## src/rtl/fetch_unit.sv

```systemverilog
// fetch_unit: owns the fetch PC, presents it to the icache, and buffers
// returned instructions with their PCs in a small prefetch FIFO that drains
// to the instruction queue over valid/ready. Prioritised redirect channels
// retarget the PC and flush the FIFO.
// Optional feature macro: FETCH_PERF_EN (adds fetch/redirect/stall counters).
module fetch_unit #(
  parameter int ADDR_WIDTH   = 32,
  parameter int INST_WIDTH   = 32,
  parameter int FIFO_DEPTH   = 4,
  parameter int NUM_REDIRECT = 3,
  parameter logic [ADDR_WIDTH-1:0] RESET_PC = '0
) (
  input  logic                           clk_in,
  input  logic                           rst_n_in,
  input  logic                           rdy_in,
  input  logic                           icache_if_miss_in,
  input  logic [INST_WIDTH-1:0]          icache_if_inst_inst_in,
  output logic [ADDR_WIDTH-1:0]          if_icache_inst_addr_out,
  input  logic [NUM_REDIRECT-1:0]        redirect_en_in,
  input  logic [NUM_REDIRECT*ADDR_WIDTH-1:0] redirect_pc_in,
  output logic                           if_instqueue_en_out,
  output logic [INST_WIDTH-1:0]          if_instqueue_inst_out,
  output logic [ADDR_WIDTH-1:0]          if_instqueue_pc_out,
  input  logic                           instqueue_if_rdy_in
`ifdef FETCH_PERF_EN
  ,
  output logic [31:0]                    perf_fetch_cnt_out,
  output logic [31:0]                    perf_redirect_cnt_out,
  output logic [31:0]                    perf_stall_cnt_out
`endif
);

  localparam int PTR_W = $clog2(FIFO_DEPTH);
  localparam logic [PTR_W:0] DEPTH_C = (PTR_W+1)'(FIFO_DEPTH);

  typedef struct packed {
    logic [ADDR_WIDTH-1:0] pc;
    logic [INST_WIDTH-1:0] inst;
  } entry_t;

  entry_t [FIFO_DEPTH-1:0] fifo_q;
  logic [PTR_W-1:0]        head_q, tail_q;
  logic [PTR_W:0]          count_q;
  logic [ADDR_WIDTH-1:0]   pc_q;

  logic                    redir_any, pop, push;
  logic [ADDR_WIDTH-1:0]   redir_tgt;

  // Pick the lowest-index asserted redirect channel; scanning downward lets
  // lower indices overwrite higher ones.
  always_comb begin
    redir_tgt = '0;
    for (int i = NUM_REDIRECT-1; i >= 0; i--)
      if (redirect_en_in[i]) redir_tgt = redirect_pc_in[i*ADDR_WIDTH +: ADDR_WIDTH];
  end

  assign redir_any = |redirect_en_in;
  assign pop  = rdy_in && (count_q != '0) && instqueue_if_rdy_in;
  // A pop frees a slot in the same cycle, so a full FIFO can still accept.
  assign push = rdy_in && !redir_any && !icache_if_miss_in &&
                ((count_q < DEPTH_C) || pop);

  // PC, FIFO storage, pointers and occupancy; redirect overrides push/pop.
  always_ff @(posedge clk_in or negedge rst_n_in) begin
    if (!rst_n_in) begin
      pc_q    <= RESET_PC;
      fifo_q  <= '0;
      head_q  <= '0;
      tail_q  <= '0;
      count_q <= '0;
    end else if (rdy_in) begin
      if (redir_any) begin
        pc_q    <= redir_tgt;
        head_q  <= '0;
        tail_q  <= '0;
        count_q <= '0;
      end else begin
        if (push) begin
          fifo_q[tail_q] <= '{pc: pc_q, inst: icache_if_inst_inst_in};
          tail_q         <= tail_q + PTR_W'(1);
          pc_q           <= pc_q + ADDR_WIDTH'(4);
        end
        if (pop) head_q <= head_q + PTR_W'(1);
        case ({push, pop})
          2'b10:   count_q <= count_q + (PTR_W+1)'(1);
          2'b01:   count_q <= count_q - (PTR_W+1)'(1);
          default: count_q <= count_q;
        endcase
      end
    end
  end

  assign if_icache_inst_addr_out = pc_q;
  assign if_instqueue_en_out     = (count_q != '0);
  assign if_instqueue_inst_out   = fifo_q[head_q].inst;
  assign if_instqueue_pc_out     = fifo_q[head_q].pc;

`ifdef FETCH_PERF_EN
  // Event counters; they freeze with the rest of the stage when rdy_in is low.
  always_ff @(posedge clk_in or negedge rst_n_in) begin
    if (!rst_n_in) begin
      perf_fetch_cnt_out    <= '0;
      perf_redirect_cnt_out <= '0;
      perf_stall_cnt_out    <= '0;
    end else if (rdy_in) begin
      if (push)                          perf_fetch_cnt_out    <= perf_fetch_cnt_out + 32'd1;
      if (redir_any)                     perf_redirect_cnt_out <= perf_redirect_cnt_out + 32'd1;
      if (icache_if_miss_in && !redir_any) perf_stall_cnt_out  <= perf_stall_cnt_out + 32'd1;
    end
  end
`endif

endmodule
```

## config.mk

```make
export PLATFORM = sky130hd
export DESIGN_NAME = fetch_unit
export DESIGN_NICKNAME = d
export VERILOG_FILES = /design/src/rtl/fetch_unit.sv
export SDC_FILE = /design/constraint.sdc
export NUM_CORES = 1
export LEC_CHECK = 0
export BUFFER_PORTS_ARGS = -buffer_cell sky130_fd_sc_hd__clkbuf_2
export CAP_MARGIN = 40
export CELL_PAD_IN_SITES_DETAIL_PLACEMENT = 0
export CELL_PAD_IN_SITES_GLOBAL_PLACEMENT = 1
export CORE_MARGIN = 2
export CORE_UTILIZATION = 50
export DETAILED_ROUTE_END_ITERATION = 16
export PLACE_DENSITY = 0.84
export SKIP_LAST_GASP = 1
export SLEW_MARGIN = 15
export SYNTH_ARGS = -nofsm -noshare
export SYNTH_HDL_FRONTEND = slang
export SYNTH_SLANG_ARGS = --single-unit
```

## constraint.sdc

```tcl
create_clock -name clk_in -period 3.73 [get_ports clk_in]
set_input_delay 0.1865 -clock clk_in [delete_from_list [all_inputs] [get_ports clk_in]]
set_output_delay 0.1865 -clock clk_in [all_outputs]
set_load 0.02 [all_outputs]
```

==> impl_metrics.ini <==
[global_route]
grt_start_max_net_pins = 120
overflow = 0
use_met3_pct = 3.93
antenna_found_initial = 1
grt.busiest_layer = met2
grt_pass1_vias = 9696
grt_pass1_wl_mm = 54.1
use_met2_pct = 40.2
grt_util_met1_pct = 32.6
track_usage_pct = 23.7

[route]
viasPerCell = 5.66
first_pass_iters = 5
drcViolationCount = 0
num_vias = 9506
wl_per_cell_um = 20.3
drtIter0Drc = 465
postRouteAntennaNets = 0
wl_mm = 34.1

[power]
power_density_nw_per_um2 = 503
power.leakage_nw = 8.30
ir_worst_vdd_v = 0.000364

[critical_path]
critical_path_class = flip-flop to primary output
end_kind = primary output
r2r_end = if_icache_inst_addr_out[28]$_DFFE_PN0P_
crit_path_max_fanout = 31
worstPathRequired_ns = 3.54
rr_worst_depth = 5
reg2reg_from = if_icache_inst_addr_out[2]$_DFFE_PN0P_
worst_ep_arrival_time_ns = 2.58
regToRegSetupSlack_ns = 1.32
crit_path_start_kind = flip-flop
crit_path_end = if_instqueue_inst_out[17]
crit_start = head_q[0]$_DFFE_PN0P_

[synthesis]
synth_cell_types = 55
synth_flop_cell = dfrtp_1
async_flop_share_pct = 100
synth_edf_count = 0
yosysTopAreaCell = dfrtp_1
synthCells = 1029
post-synth-top-count-cell = dfrtp_1
syn_avg_cell_area_um2 = 13.6
synth_seq_cells = 295
yosys_warnings = 0
synth_common_cells = dfrtp_1, mux2_2, mux4_2, nand2_1, o21ai_0
synth_nets = 1171
seq_area_frac_synth_pct = 52.9
synth_area_leaders = dfrtp_1, mux2_2, mux4_2, o21ai_0, mux2_1
netlist.area_leader.share_pct = 52.9
synth_area_um2 = 14000

[floorplanning]
coreArea_um2 = 27600
core.rowCount = 61
initial_utilization_pct = 50.5
dieArea_um2 = 29300
top_level_ports = 233
fp.dieW_um = 171
die_y_um = 171

[worst_hold_path]
min_from = redirect_pc_in[10]
hold_path_class = primary input to flip-flop

[final_layout]
final_cells = 1679
n_fill_cell = 2195
area_delta_synth_final_pct = 23.0
utilization_pct = 62.2
drive_gt1_share_pct = 48.2
fin_nets = 1417

[timing]
finalMaxSlewViolations = 0
skew_ns = 0.0137
hold_viol = 0
setup_slack_ns = 0.959
rsz0062_at_grt = no
fin_crit_sh_pct = 74.3
slew-limit-headroom_pct = 39.7
worst_pin_slew_ns = 0.905
fmax_mhz = 361
period_needed_ns = 2.77
setup_viol = 0
tns_ns = 0

[cts]
cts_tree = done
h-tree-depth = 1
post_cts_buffers = 0
ctsRootBufferMaster = clkbuf_16
clockBufferDepth = 3
clkSinkCount = 295
clock_latency_ns = 0.55
path_clk_slew_ns = 0.06
cts_buffers = 31
hold_buffers = 42
ctsResizeCount = 0

[placement]
placed_cells = 1578
port_buffers = 232
place.gp.congestion = 0.847
dp_slack_ns = 1.15
dp.final_hpwl_mm = 22.4

[run_status]
status = complete, no violations

[flow_run]
max_cap_violations = 0
[report_power, final]
group          switching (mW)  leakage (nW)  total [mW]  internal, mW
Combinational           0.805          3.79        1.50         0.692
Clock                    1.27         0.565        3.38          2.11
Sequential              0.269          3.95        3.76          3.49
[flip-flops by register name, indices dropped and copies added (netlist names)]
register,flops
count_q,3
fifo_q,256
tail_q,2
if_icache_inst_addr_out,32
head_q,2
[cells by family (layout without fill, tap and decap cells)]
kind of cell | after synthesis | in the layout | share of synthesized area (%)
fa+ha+maj | 6 | 6 | 0.591
compound gates | 159 | 159 | 7.11
mux | 323 | 323 | 31.2
other cells | 0 | 1 | 0
flops | 295 | 295 | 52.9
simple gates | 153 | 153 | 5.44
buf+inv | 93 | 364 | 2.81
[how the worst min path moves through the flow]
| stage | end | slack [ns] | cells past startpoint |
|---|---|---|---|
| 6_report | if_icache_inst_addr_out[10]$_DFFE_PN0P_ | 0.04 | 5 |
| 5_1_grt | if_icache_inst_addr_out[10]$_DFFE_PN0P_ | 0.04 | 5 |
| 4_1_cts | if_icache_inst_addr_out[6]$_DFFE_PN0P_ | 0.02 | 5 |
| 3_5_place_dp | fifo_q[71]$_DFFE_PN0P_ | 0.34 | 1 |
| 3_3_place_gp | fifo_q[7]$_DFFE_PN0P_ | 0.34 | 1 |
| 2_1_floorplan | count_q[0]$_DFFE_PN0P_ | -0.11 | 0 |
[metal layers]
metal	vias up	wire, um
met5	-	0
met4	0	490
met3	33	1860
met2	295	16700
met1	4810	15000
li1	4368	-
[area by class of cell]
type	instances	area (um2)	area share [%]
clock inverter	17	250	1.46
clock buffer	41	903	5.26
sequential	295	7390	43.0
tap	378	473	2.75
antenna	1	2.50	0.0146
inverter	10	37.5	0.219
multi-input combinational	641	6220	36.2
timing repair buffer	296	1890	11.0
[cells in the final DEF, fill, tap and decap left out, types with 3 or more instances in the layout]
master,count
bufinv_16,6
inv_1,9
buf_12,6
clkbuf_8,9
nand2_1,59
mux2_2,236
a21oi_1,30
mux2_1,21
dfrtp_1,293
clkbuf_16,31
nand4_1,9
ha_1,5
a32oi_1,3
buf_16,3
and3_1,4
buf_4,13
o22ai_1,8
o21ai_0,62
clkinv_2,6
nand3_1,15
nor4_1,6
a31oi_1,4
clkbuf_2,231
a221oi_1,3
a221o_1,3
or3_1,3
nand2_4,4
or4_1,5
dlygate4sd3_1,42
clkinvlp_4,3
mux4_2,64
a22oi_1,18
nor3_1,9
nor2_1,26
a211oi_1,3
o2bb2ai_1,7
and4_1,3
[stage by stage]
| stage | total power [mW] | hold slack, ns | instance area [um2] |
|---|---|---|---|
| finish | 8.64 | 0.0424 | 17200 |
| global route | 9.03 | 0.0424 | 17200 |
| CTS | 8.73 | 0.0176 | 17200 |
| detailed placement | 5.29 | 0.344 | 15600 |
| global placement | 5.24 | 0.341 | 15500 |
| floorplan | 4.66 | -0.109 | 14000 |
[worst max-delay path: stages (launching register included)]
cell	delay (ns)
dfrtp_4	0.89
buf_4	0.40
mux4_2	0.56
clkbuf_2	0.17
Note: power is estimated with default switching activity, not from simulation.
